**config.mk**
```make
export PLATFORM = sky130hd
export DESIGN_NAME = fifo_rr_scheduler
export DESIGN_NICKNAME = d
export VERILOG_FILES = /design/src/rtl/fifo_rr_scheduler.sv
export SDC_FILE = /design/constraint.sdc
export NUM_CORES = 1
export LEC_CHECK = 0
export ABC_AREA = 1
export ABC_CLOCK_PERIOD_IN_PS = 3000
export BUFFER_PORTS_ARGS = -buffer_cell sky130_fd_sc_hd__buf_2
export CAP_MARGIN = 20
export CELL_PAD_IN_SITES_DETAIL_PLACEMENT = 2
export CELL_PAD_IN_SITES_GLOBAL_PLACEMENT = 2
export CORE_UTILIZATION = 25
export DETAILED_ROUTE_END_ITERATION = 10
export PLACE_DENSITY_LB_ADDON = 0.1
export SYNTH_ARGS = -nofsm -noshare
export SYNTH_HDL_FRONTEND = slang
export SYNTH_SLANG_ARGS = --single-unit
```
**constraint.sdc**
```tcl
create_clock -name clk -period 3 [get_ports clk]
set_input_delay 0.6 -clock clk [delete_from_list [all_inputs] [get_ports clk]]
set_output_delay 0.6 -clock clk [all_outputs]
set_load 0.02 [all_outputs]
```
**src/rtl/fifo_rr_scheduler.sv**
```systemverilog
// Round-robin burst scheduler: pops up to BURST_MAX words per grant from one of
// NUM_SRC source FIFOs and streams them out through a 2-entry in-order skid buffer.
module fifo_rr_scheduler #(
   parameter int NUM_SRC   = 4,
   parameter int DATA_W    = 32,
   parameter int BURST_MAX = 8,
   localparam int ID_W     = $clog2(NUM_SRC)
) (
   input  logic                      clk,
   input  logic                      rst,
   input  logic                      en,
   input  logic [NUM_SRC-1:0]        src_empty,
   output logic [NUM_SRC-1:0]        src_pop,
   input  logic [NUM_SRC*DATA_W-1:0] src_dout,
   output logic [DATA_W-1:0]         m_tdata,
   output logic [ID_W-1:0]           m_tid,
   output logic                      m_tvalid,
   input  logic                      m_tready,
   output logic [ID_W-1:0]           grant_id,
   output logic                      busy
);

   typedef enum logic {IDLE, GRANT} state_t;

   state_t              state, state_nxt;
   logic [ID_W-1:0]     rr_ptr, rr_nxt, grant_nxt, search_id, inflight_id;
   logic                search_hit;
   logic [7:0]          burst_cnt, burst_nxt;
   logic [1:0]          occ;
   logic                inflight;
   logic                pop, xfer, room;
   logic [2:0]          pend;
   logic [DATA_W-1:0]   dout_arr [NUM_SRC];
   logic [DATA_W-1:0]   cap_data;
   logic [DATA_W-1:0]   data_p0, data_p1;
   logic [ID_W-1:0]     id_p0, id_p1;

   for (genvar g = 0; g < NUM_SRC; g++) begin : g_dout
      assign dout_arr[g] = src_dout[g*DATA_W +: DATA_W];
   end

   assign cap_data = dout_arr[inflight_id];
   assign xfer     = m_tvalid & m_tready;
   // Words already committed to the buffer after this cycle's transfer.
   assign pend     = 3'(occ) + 3'(inflight) - 3'(xfer);
   assign room     = (pend < 3'd2);

   always_comb begin
      logic [ID_W-1:0] idx;
      search_hit = 1'b0;
      search_id  = rr_ptr;
      idx        = '0;
      // Scan downward so the lowest offset from rr_ptr wins.
      for (int k = NUM_SRC - 1; k >= 0; k--) begin
         idx = ID_W'((int'(rr_ptr) + k) % NUM_SRC);
         if (!src_empty[idx]) begin
            search_hit = 1'b1;
            search_id  = idx;
         end
      end
   end

   always_comb begin
      state_nxt = state;
      grant_nxt = grant_id;
      burst_nxt = burst_cnt;
      rr_nxt    = rr_ptr;
      pop       = 1'b0;
      unique case (state)
         IDLE: begin
            if (en && search_hit) begin
               grant_nxt = search_id;
               burst_nxt = '0;
               state_nxt = GRANT;
            end
         end
         GRANT: begin
            if (!en || src_empty[grant_id]) begin
               state_nxt = IDLE;
            end else if (room) begin
               pop       = 1'b1;
               burst_nxt = burst_cnt + 8'd1;
               if (burst_nxt == 8'(BURST_MAX)) state_nxt = IDLE;
            end
            if (state_nxt == IDLE)
               rr_nxt = (grant_id == ID_W'(NUM_SRC - 1)) ? '0 : grant_id + 1'b1;
         end
         default: state_nxt = IDLE;
      endcase
   end

   always_comb begin
      src_pop = '0;
      if (pop) src_pop[grant_id] = 1'b1;
   end

   always_ff @(posedge clk or posedge rst) begin
      if (rst) begin
         state       <= IDLE;
         rr_ptr      <= '0;
         grant_id    <= '0;
         burst_cnt   <= '0;
         inflight    <= 1'b0;
         inflight_id <= '0;
      end else begin
         state       <= state_nxt;
         rr_ptr      <= rr_nxt;
         grant_id    <= grant_nxt;
         burst_cnt   <= burst_nxt;
         inflight    <= pop;
         inflight_id <= grant_id;
      end
   end

   // Skid buffer stage: entry p0 is the oldest word, p1 the younger one.
   always_ff @(posedge clk or posedge rst) begin
      if (rst) begin
         occ     <= '0;
         data_p0 <= '0;
         data_p1 <= '0;
         id_p0   <= '0;
         id_p1   <= '0;
      end else if (inflight && xfer) begin
         if (occ == 2'd2) begin
            data_p0 <= data_p1;
            id_p0   <= id_p1;
            data_p1 <= cap_data;
            id_p1   <= inflight_id;
         end else begin
            data_p0 <= cap_data;
            id_p0   <= inflight_id;
         end
      end else if (xfer) begin
         data_p0 <= data_p1;
         id_p0   <= id_p1;
         occ     <= occ - 2'd1;
      end else if (inflight) begin
         if (occ == 2'd0) begin
            data_p0 <= cap_data;
            id_p0   <= inflight_id;
         end else begin
            data_p1 <= cap_data;
            id_p1   <= inflight_id;
         end
         occ <= occ + 2'd1;
      end
   end

   assign m_tvalid = (occ != 2'd0);
   assign m_tdata  = data_p0;
   assign m_tid    = id_p0;
   assign busy     = (state != IDLE) || (occ != 2'd0) || inflight;

endmodule
```
==> results of run 1 <==
[area by class of cell]
cell class              count  area share (%)
flip-flops and latches     86           32.65
multi-input cells         428           36.55
clock buffers              11           3.828
diodes                      3          0.1137
clock inverters             4           1.061
well taps                 265           5.022
inverters                  69           3.980
repair buffers            201           16.79
[power groups by stage]
| stage | combinational [mW] | clock [mW] | sequential (mW) |
|---|---|---|---|
| after floorplan | 2.10 | 0 | 2.19 |
| after global placement | 3.32 | 0 | 1.97 |
| after detailed placement | 3.50 | 0 | 2.01 |
| after CTS | 3.63 | 1.26 | 1.99 |
| after global routing | 4.06 | 1.30 | 2.04 |
| final | 3.63 | 1.23 | 1.97 |
[cell families (layout without fill, tap and decap cells)]
family	count (synthesis)	count (layout)	synth area share, %
AND/OR/NAND/NOR	187	187	15.09
multiplexers	32	32	7.265
XOR/XNOR	5	5	0.8829
adder cells (fa/ha/maj)	7	7	1.917
AO/OA/AOI/OAI	197	197	22.40
flip-flops	86	86	43.39
buffers and inverters	107	285	9.056
other	0	3	0
[registers in the layout, summed over array words and instances (netlist names)]
| register | count |
|---|---|
| burst_cnt | 8 |
| data_p1 | 32 |
| grant_id | 2 |
| id_p1 | 2 |
| inflight | 1 |
| inflight_id | 2 |
| m_tdata | 32 |
| m_tid | 2 |
| occ | 2 |
| rr_ptr | 2 |
| state | 1 |
[path summary, 6_finish.rpt]
check | from | endpoint | slack (ps) | depth (start not counted)
max in group asynchronous | rst | m_tdata[17] | 2090 | 3
min reg2reg | data_p1[17] | data_p1[17] | 490 | 1
max reg2reg | occ[0] | rr_ptr[0] | 400 | 17
max | occ[0] | src_pop[0] | 10 | 11
min | rst | state | 250 | 2
min in group clk | data_p1[17] | data_p1[17] | 490 | 1
[placed cells by master, fill, tap and decap left out, drive strengths merged, types with 4 or more instances in the layout]
cell	Yosys	layout
buf	16	201
ha	6	6
nor2	113	113
nand2	56	56
nand3	14	14
dfrtp	86	86
mux2	32	32
xor2	4	4
inv	68	68
o22ai	70	70
o21ai	113	113
a21oi	6	6
clkbuf	22	11
[per-stage QoR]
stage / instances / hold WS, ps / util, %
5_1_grt: 1065 / 279.3 / 33.90
4_1_cts: 1060 / 258.1 / 33.58
6_report: 1067 / 252.1 / 33.92
2_1_floorplan: 621 / 454.0 / -
3_5_place_dp: 1038 / 480.1 / 31.47
3_3_place_gp: 1038 / 468.0 / 31.47
[timing repair]
item                                    CTS  global route
endpoints found under the setup margin    4             4
hold endpoints to repair                  0             0
pin swaps                                 7            10
resized for setup                        11             9
buffers inserted                          7             4
[metal layers]
metal | GRT usage (%) | vias up | share of wire [%]
li1 | - | 2459 | -
met1 | 22.56 | 2592 | 43
met2 | 34.06 | 95 | 52
met3 | 2.884 | 17 | 3.3
met4 | 6.338 | 0 | 1.4
met5 | 0 | - | 0
==> results.py, run 1 <==
metrics = {
    "cells_and_area": {
        "ff_latch_area_um2": 2156,
        "multi_input_area_um2": 2414,
        "areaGrowthSynthToFinish_pct": 33.12,
        "n_fill_cell": 2296,
        "drive_gt1_share_pct": 30.79,
        "nNetsFinal": 938,
        "fin_area_um2": 6603,
    },
    "timing": {
        "setup_viol_count_final": 0,
        "finalSetupTns_ps": 0,
        "timing.final.ws_setup_ps": 12.61,
        "finalHoldViolCount": 0,
        "rsz0062_at_grt": "yes",
        "worst_clock_skew_ps": 9.626,
        "fmax_mhz": 334.7,
        "final.min_clock_period_ps": 2987,
        "slew_violations": 0,
        "worst_pin_slew_ps": 767.0,
        "fin_crit_sh_pct": 99.58,
        "relSlewSlack_pct": 48.81,
    },
    "cts": {
        "cts_buffers": 9,
        "clkTransAtPathRegs_ps": 70,
        "clock_latency_ps": 340,
        "ctsHtreeMaxLevel": 3,
        "clk_path_buf_depth": 2,
        "cts_tree": "yes",
        "holdBufCountCts": 0,
        "cts_sinks": 86,
        "clockRootBuffer": "clkbuf_16",
    },
    "synthesis": {
        "synth_nets": 764,
        "synth_top_area_share_pct": 43.39,
        "netlist_area_um2": 4960,
        "netlist_instances": 621,
        "synth_edf_count": 0,
        "postSynthAreaPerCell_um2": 7.987,
        "ys_top_cells_by_count": "nor2_1 (111), o21ai_0 (108), dfrtp_1 (86)",
        "ys_seq_area_share_pct": 43.39,
        "yosysMostFrequentCell": "nor2_1",
        "ys_async_sr_fraction_pct": 100.0,
        "synthFlopType": "dfrtp_1",
        "synth_cell_types": 34,
        "synth_area_leaders": "dfrtp_1 (43%), o21ai_0 (11%), o22ai_1 (8.8%)",
        "synth_largest_area_cell": "dfrtp_1",
        "synth-seq-cells": 86,
        "synth_warnings": 0,
    },
    "power": {
        "switchingPower_mw": 3.101,
        "p_per_area_nw_per_um2": 1035,
        "switching_share_pct": 45.36,
        "ir_drop_v": 0.0003888,
        "p_leak_nw": 3.250,
        "p_int_mw": 3.735,
        "seqPwrFrac_pct": 28.9,
        "clkPwrFrac_pct": 18.0,
        "p_comb_share_pct": 53.1,
        "p_total_mw": 6.836,
    },
    "setup_path": {
        "timing.critical_path.cells": "nor2_4 > inv_4 > nand2_4 > xor2_4 > nand2_2 > fa_2 > nand3_2 > nor2_2 > nand2_2 > nor2_1 > buf_4",
        "max_stage_delay_ps": 530,
        "arrival_ps": 2390,
        "crit_top_cell": "nand2_2",
        "worstSetupStartpointType": "flop",
        "slowest_stage": "fa_2",
        "path_buf_inv": 2,
        "crit_family": "simple AND/OR/NAND/NOR gates",
        "critPathRequiredTime_ps": 2400,
        "worstSetupPathType": "reg -> out",
        "cp-end-kind": "primary output",
        "path_max_fanout": 5,
    },
    "drt": {
        "drtAntennaViolNets": 0,
        "firstDrtPassIters": 4,
        "routedWlPerCell_um": 17.45,
        "wirelength_um": 18610,
        "vias": 5163,
        "drt_iter0_markers": 112,
        "vias_per_cell": 4.839,
        "drcViolationCount": 0,
    },
    "grt": {
        "grt_pass1_vias": 5765,
        "gr-usage-all-layers_pct": 18.81,
        "grt_antenna_before_repair": 2,
        "grt_pass1_wl_um": 29800,
        "grt-ovfl-total": 0,
        "grt_max_degree": 69,
    },
    "floorplanning": {
        "core_um2": 19460,
        "dieHeight_um": 142.9,
        "die_x_um": 142.9,
        "rows": 51,
        "pin_count": 178,
        "die_area_um2": 20410,
        "start_util_pct": 25.48,
    },
    "run_status": {
        "status": "finished clean",
    },
    "placement": {
        "dpl_cell_area_um2": 6125,
        "place_congestion": 0.7401,
        "io_buffers": 177,
        "place_ws_ps": 25.49,
        "dp_hpwl_um": 13540,
    },
    "job": {
        "drv_cap": 0,
    },
    "hold_path": {
        "hp-class": "in -> async",
    },
}
Note: power is estimated with default switching activity, not from simulation.
==> run 2, diff against run 1 <==
ABC_CLOCK_PERIOD_IN_PS = 2800   (was 3000)
CORE_UTILIZATION = 28   (was 25)
clock period = 2.8 ns   (was 3 ns; I/O delays follow)
==> run 2 against run 1 <==
  * Clock skew fell by 1.8 ps
  * Non-clock buffer count fell by 1
  * Largest power group unchanged
  * Core utilization rose by 3.7 points
  * Worst setup slack got worse by 200 ps
  * Register-to-register slack got worse by 120 ps
  * The flow now finishes with violations (setup timing)
  * Worst hold slack got worse by 44 ps
==> results.py, run 2 (synthesized netlist as in run 1, its figures left out) <==
metrics = {
    "floorplanning": {
        "core_um2": 17300,
        "pin_count": 178,
        "die_x_um": 135.1,
        "dieHeight_um": 135.1,
        "die_area_um2": 18250,
        "rows": 48,
        "start_util_pct": 28.67,
    },
    "cells_and_area": {
        "drive_gt1_share_pct": 30.54,
        "layout_common_cells": "buf_2 (173), o21ai_0 (108), nor2_1 (107)",
        "final_common_cell": "buf_2",
        "diodes": 0,
        "areaGrowthSynthToFinish_pct": 31.16,
        "nNetsFinal": 937,
        "fin_area_um2": 6505,
        "fin_util_pct": 37.61,
    },
    "grt": {
        "gr-usage-all-layers_pct": 20.11,
        "grt_antenna_before_repair": 1,
        "grt_pass1_wl_um": 28960,
        "grt_pass1_vias": 5705,
        "grt-ovfl-total": 0,
        "grt_max_degree": 69,
    },
    "setup_path": {
        "slowest_stage": "fa_1",
        "worstSetupStartpointType": "flop",
        "arrival_ps": 2420,
        "critPathRequiredTime_ps": 2240,
        "worstSetupPathType": "reg -> out",
        "max_stage_delay_ps": 520,
        "r2r_slack_ps": 280,
        "path_max_fanout": 5,
        "cp-end-kind": "primary output",
        "timing.critical_path.cells": "nor2_2 > clkinv_2 > nand2_4 > xor2_4 > nand2_2 > fa_1 > nand3_2 > nor2_4 > nand2_4 > nor2_2 > buf_4",
    },
    "timing": {
        "timing.final.ws_setup_ps": -183.3,
        "fin_crit_sh_pct": 106.5,
        "relSlewSlack_pct": 55.02,
        "rsz0062_at_grt": "yes",
        "finalHoldViolCount": 0,
        "final.min_clock_period_ps": 2983,
        "setup_viol_count_final": 4,
        "fmax_mhz": 335.2,
        "finalSetupTns_ps": -717.8,
        "worst_clock_skew_ps": 7.853,
        "slew_violations": 0,
        "worst_pin_slew_ps": 674.8,
    },
    "drt": {
        "drtAntennaViolNets": 0,
        "drcViolationCount": 0,
        "routedWlPerCell_um": 17.15,
        "vias": 5120,
        "firstDrtPassIters": 4,
        "vias_per_cell": 5.000,
        "drt_iter0_markers": 149,
        "wirelength_um": 17560,
    },
    "cts": {
        "clkTransAtPathRegs_ps": 60,
        "ctsHtreeMaxLevel": 3,
        "clockRootBuffer": "clkbuf_16",
        "clk_path_buf_depth": 2,
        "cts_buffers": 9,
        "cts_sinks": 86,
        "clock_latency_ps": 340,
        "cts_tree": "yes",
        "holdBufCountCts": 0,
    },
    "placement": {
        "place_ws_ps": -54.41,
        "io_buffers": 177,
        "place_congestion": 0.7856,
        "dpl_cell_area_um2": 6097,
        "dp_hpwl_um": 12950,
    },
    "power": {
        "p_total_mw": 7.132,
        "p_per_area_nw_per_um2": 1096,
        "p_leak_nw": 3.240,
        "ir_drop_v": 0.0005047,
    },
    "job": {
        "drv_cap": 0,
    },
    "run_status": {
        "status": "finished with violations",
        "violations": "setup timing",
    },
    "hold_path": {
        "hp-class": "in -> async",
    },
}
==> run 2: path summary, 6_finish.rpt <==
check | from | to | cells after the start
max | occ[0] | src_pop[0] | 11
min | rst | state | 2
max reg2reg | occ[0] | burst_cnt[0] | 14
min reg2reg | data_p1[14] | data_p1[14] | 1
max in group asynchronous | rst | m_tdata[7] | 3
min in group clk | data_p1[14] | data_p1[14] | 1
==> run 2: area by class of cell <==
| class | count | area (um^2) |
|---|---|---|
| fillers | 2034 | 10790 |
| multi-input cells | 428 | 2424 |
| flip-flops and latches | 86 | 2153 |
| repair buffers | 200 | 1085 |
| well taps | 225 | 281.5 |
| inverters | 69 | 261.5 |
| clock buffers | 10 | 239.0 |
| clock inverters | 6 | 61.31 |
==> run 2: critical path: cells and delay by family (launching register included) <==
family	cells	cell delay, ps
xor+xnor	1	160
fa+ha+maj	1	520
buf+inv	2	230
flops	1	390
simple gates	7	790
==> run 2: routing by layer <==
layer  routed length (um)  GRT usage [%]
met3                  724          3.866
met5                   13              0
met1                 7649          24.37
met4                  159          4.120
met2                 9013          36.64
==> run 2: power breakdown <==
group / internal, mW / switching (mW)
Combinational: 1.37 / 2.45
Sequential: 1.77 / 0.342
Clock: 0.712 / 0.496
Total: 3.85 / 3.29
==> run 2: repair_timing <==
item,in CTS,in global routing
gates resized for setup,12,5
pin swaps,7,3
setup buffers,5,1
setup endpoints to repair,4,4
==> run 2: stage by stage <==
stage	hold slack, ps	std cells
floorplan	454.0	621
global route	244.0	1024
detailed placement	477.0	1002
finish	208.2	1024
CTS	207.3	1023
global placement	467.9	1002
==> run 3, diff against run 2 <==
RECOVER_POWER = 50   (was unset)
==> run 3 against run 2 <==
  * The flow still finishes with violations (setup timing)
  * Sequential share of layout area up 0.096 points
  * Worst setup slack improved by 1.7 ps
  * Register-to-register slack about the same
  * Critical path depth rose by 1
  * Wire length rose by 0.14%
==> results.py, run 3 (synthesized netlist as in run 1, its figures left out) <==
metrics = {
    "run_status": {
        "status": "finished with violations",
        "violations": "setup timing",
    },
    "drt": {
        "drt_iter0_markers": 148,
        "routedWlPerCell_um": 17.17,
        "firstDrtPassIters": 4,
        "vias_per_cell": 5.008,
        "drtAntennaViolNets": 0,
        "vias": 5128,
        "wirelength_um": 17590,
        "drcViolationCount": 0,
    },
    "timing": {
        "final.min_clock_period_ps": 2982,
        "timing.final.ws_setup_ps": -181.6,
        "rsz0062_at_grt": "yes",
        "slew_violations": 0,
        "fmax_mhz": 335.4,
        "fin_crit_sh_pct": 106.5,
        "worst_pin_slew_ps": 1259,
        "finalHoldViolCount": 0,
        "relSlewSlack_pct": 16.08,
        "worst_clock_skew_ps": 7.315,
        "setup_viol_count_final": 4,
    },
    "power": {
        "p_total_mw": 7.128,
        "clkPwrFrac_pct": 17.0,
        "ir_drop_v": 0.0005054,
        "p_leak_nw": 3.227,
        "seqPwrFrac_pct": 29.6,
        "switching_share_pct": 46.11,
        "switchingPower_mw": 3.287,
        "p_per_area_nw_per_um2": 1099,
        "p_int_mw": 3.842,
        "p_comb_share_pct": 53.5,
    },
    "cts": {
        "cts_buffers": 9,
        "clk_path_buf_depth": 2,
        "cts_sinks": 86,
        "clkTransAtPathRegs_ps": 60,
        "ctsHtreeMaxLevel": 3,
        "clock_latency_ps": 340,
        "cts_tree": "yes",
        "clockRootBuffer": "clkbuf_16",
    },
    "cells_and_area": {
        "drive_gt1_share_pct": 30.41,
        "areaGrowthSynthToFinish_pct": 30.78,
        "fin_util_pct": 37.50,
        "final_common_cell": "buf_2",
        "fin_area_um2": 6486,
        "layout_common_cells": "buf_2 (173), o21ai_0 (108), nor2_1 (107)",
        "nNetsFinal": 937,
        "diodes": 0,
    },
    "hold_path": {
        "hp-class": "in -> async",
    },
    "grt": {
        "grt_antenna_before_repair": 1,
        "gr-usage-all-layers_pct": 20.11,
        "grt_pass1_vias": 5705,
        "grt_pass1_wl_um": 28960,
        "grt_max_degree": 69,
        "grt-ovfl-total": 0,
    },
    "placement": {
        "place_congestion": 0.7856,
        "dp_hpwl_um": 12950,
        "place_ws_ps": -54.41,
        "dpl_cell_area_um2": 6097,
        "io_buffers": 177,
    },
    "setup_path": {
        "worstSetupStartpointType": "flop",
        "cp-end-kind": "primary output",
        "worstSetupPathType": "reg -> out",
        "timing.critical_path.cells": "nor2_2 > clkinv_2 > nand2_4 > xor2_4 > nand2_2 > fa_1 > nand2_1 > nand3_2 > nor2_4 > nand2_4 > nor2_2 > buf_4",
        "r2r_cells": 15,
        "max_stage_delay_ps": 400,
        "arrival_ps": 2420,
        "critPathRequiredTime_ps": 2240,
        "path_max_fanout": 5,
        "slowest_stage": "fa_1",
    },
    "floorplanning": {
        "core_um2": 17300,
        "start_util_pct": 28.67,
        "rows": 48,
        "pin_count": 178,
        "die_x_um": 135.1,
        "die_area_um2": 18250,
        "dieHeight_um": 135.1,
    },
    "job": {
        "drv_cap": 0,
    },
}
-- run 3: layout make-up --
cell class / instances / area, um^2
clock buffer: 10 / 239.0
clock inverter: 6 / 61.31
fill: 2037 / 10810
inverter: 69 / 261.5
multi-input combinational: 428 / 2424
sequential: 86 / 2153
tap: 225 / 281.5
timing repair buffer: 200 / 1066
-- run 3: stage by stage --
| stage | TNS (ps) | hold WS, ps | cells |
|---|---|---|---|
| CTS | -828.7 | 207.3 | 1023 |
| finish | -711.2 | 421.1 | 1024 |
| detailed placement | -164.0 | 477.0 | 1002 |
| global placement | 0 | 467.9 | 1002 |
| global route | -1241 | 502.1 | 1024 |
| floorplan | -226.6 | 454.0 | 621 |
-- run 3: metal layers --
layer	global-route usage, %	wire length [um]
met4	4.120	160
met2	36.64	9015
met5	0	13
met3	3.866	723
met1	24.37	7671
-- run 3: repair_timing --
action	4_1_cts	5_1_grt
buffers inserted	5	1
hold buffers	0	0
pin swaps	7	3
resized for setup	12	5
endpoints found under the setup margin	4	4
-- run 3: worst paths after layout --
path | end | slack (ps) | from
min in group clk | data_p1[14] | 490 | data_p1[14]
max | src_pop[0] | -180 | occ[0]
max reg2reg | burst_cnt[0] | 280 | occ[0]
min | state | 420 | rst
min reg2reg | data_p1[14] | 490 | data_p1[14]
max in group asynchronous | m_tdata[7] | 640 | rst
-- run 3: critical path: cells and delay by family (launching register included) --
family / cells / cell delay (ps)
simple gates: 8 / 910
fa+ha+maj: 1 / 400
flops: 1 / 390
buf+inv: 2 / 230
xor+xnor: 1 / 160
-- run 3: power by group through the flow --
| stage | Combinational, mW | Clock, mW | Sequential (mW) |
|---|---|---|---|
| floorplan | 2.25 | 0 | 2.34 |
| global placement | 3.55 | 0 | 2.09 |
| detailed placement | 3.75 | 0 | 2.14 |
| CTS | 3.85 | 1.26 | 2.12 |
| global route | 4.29 | 1.30 | 2.19 |
| finish | 3.81 | 1.21 | 2.11 |
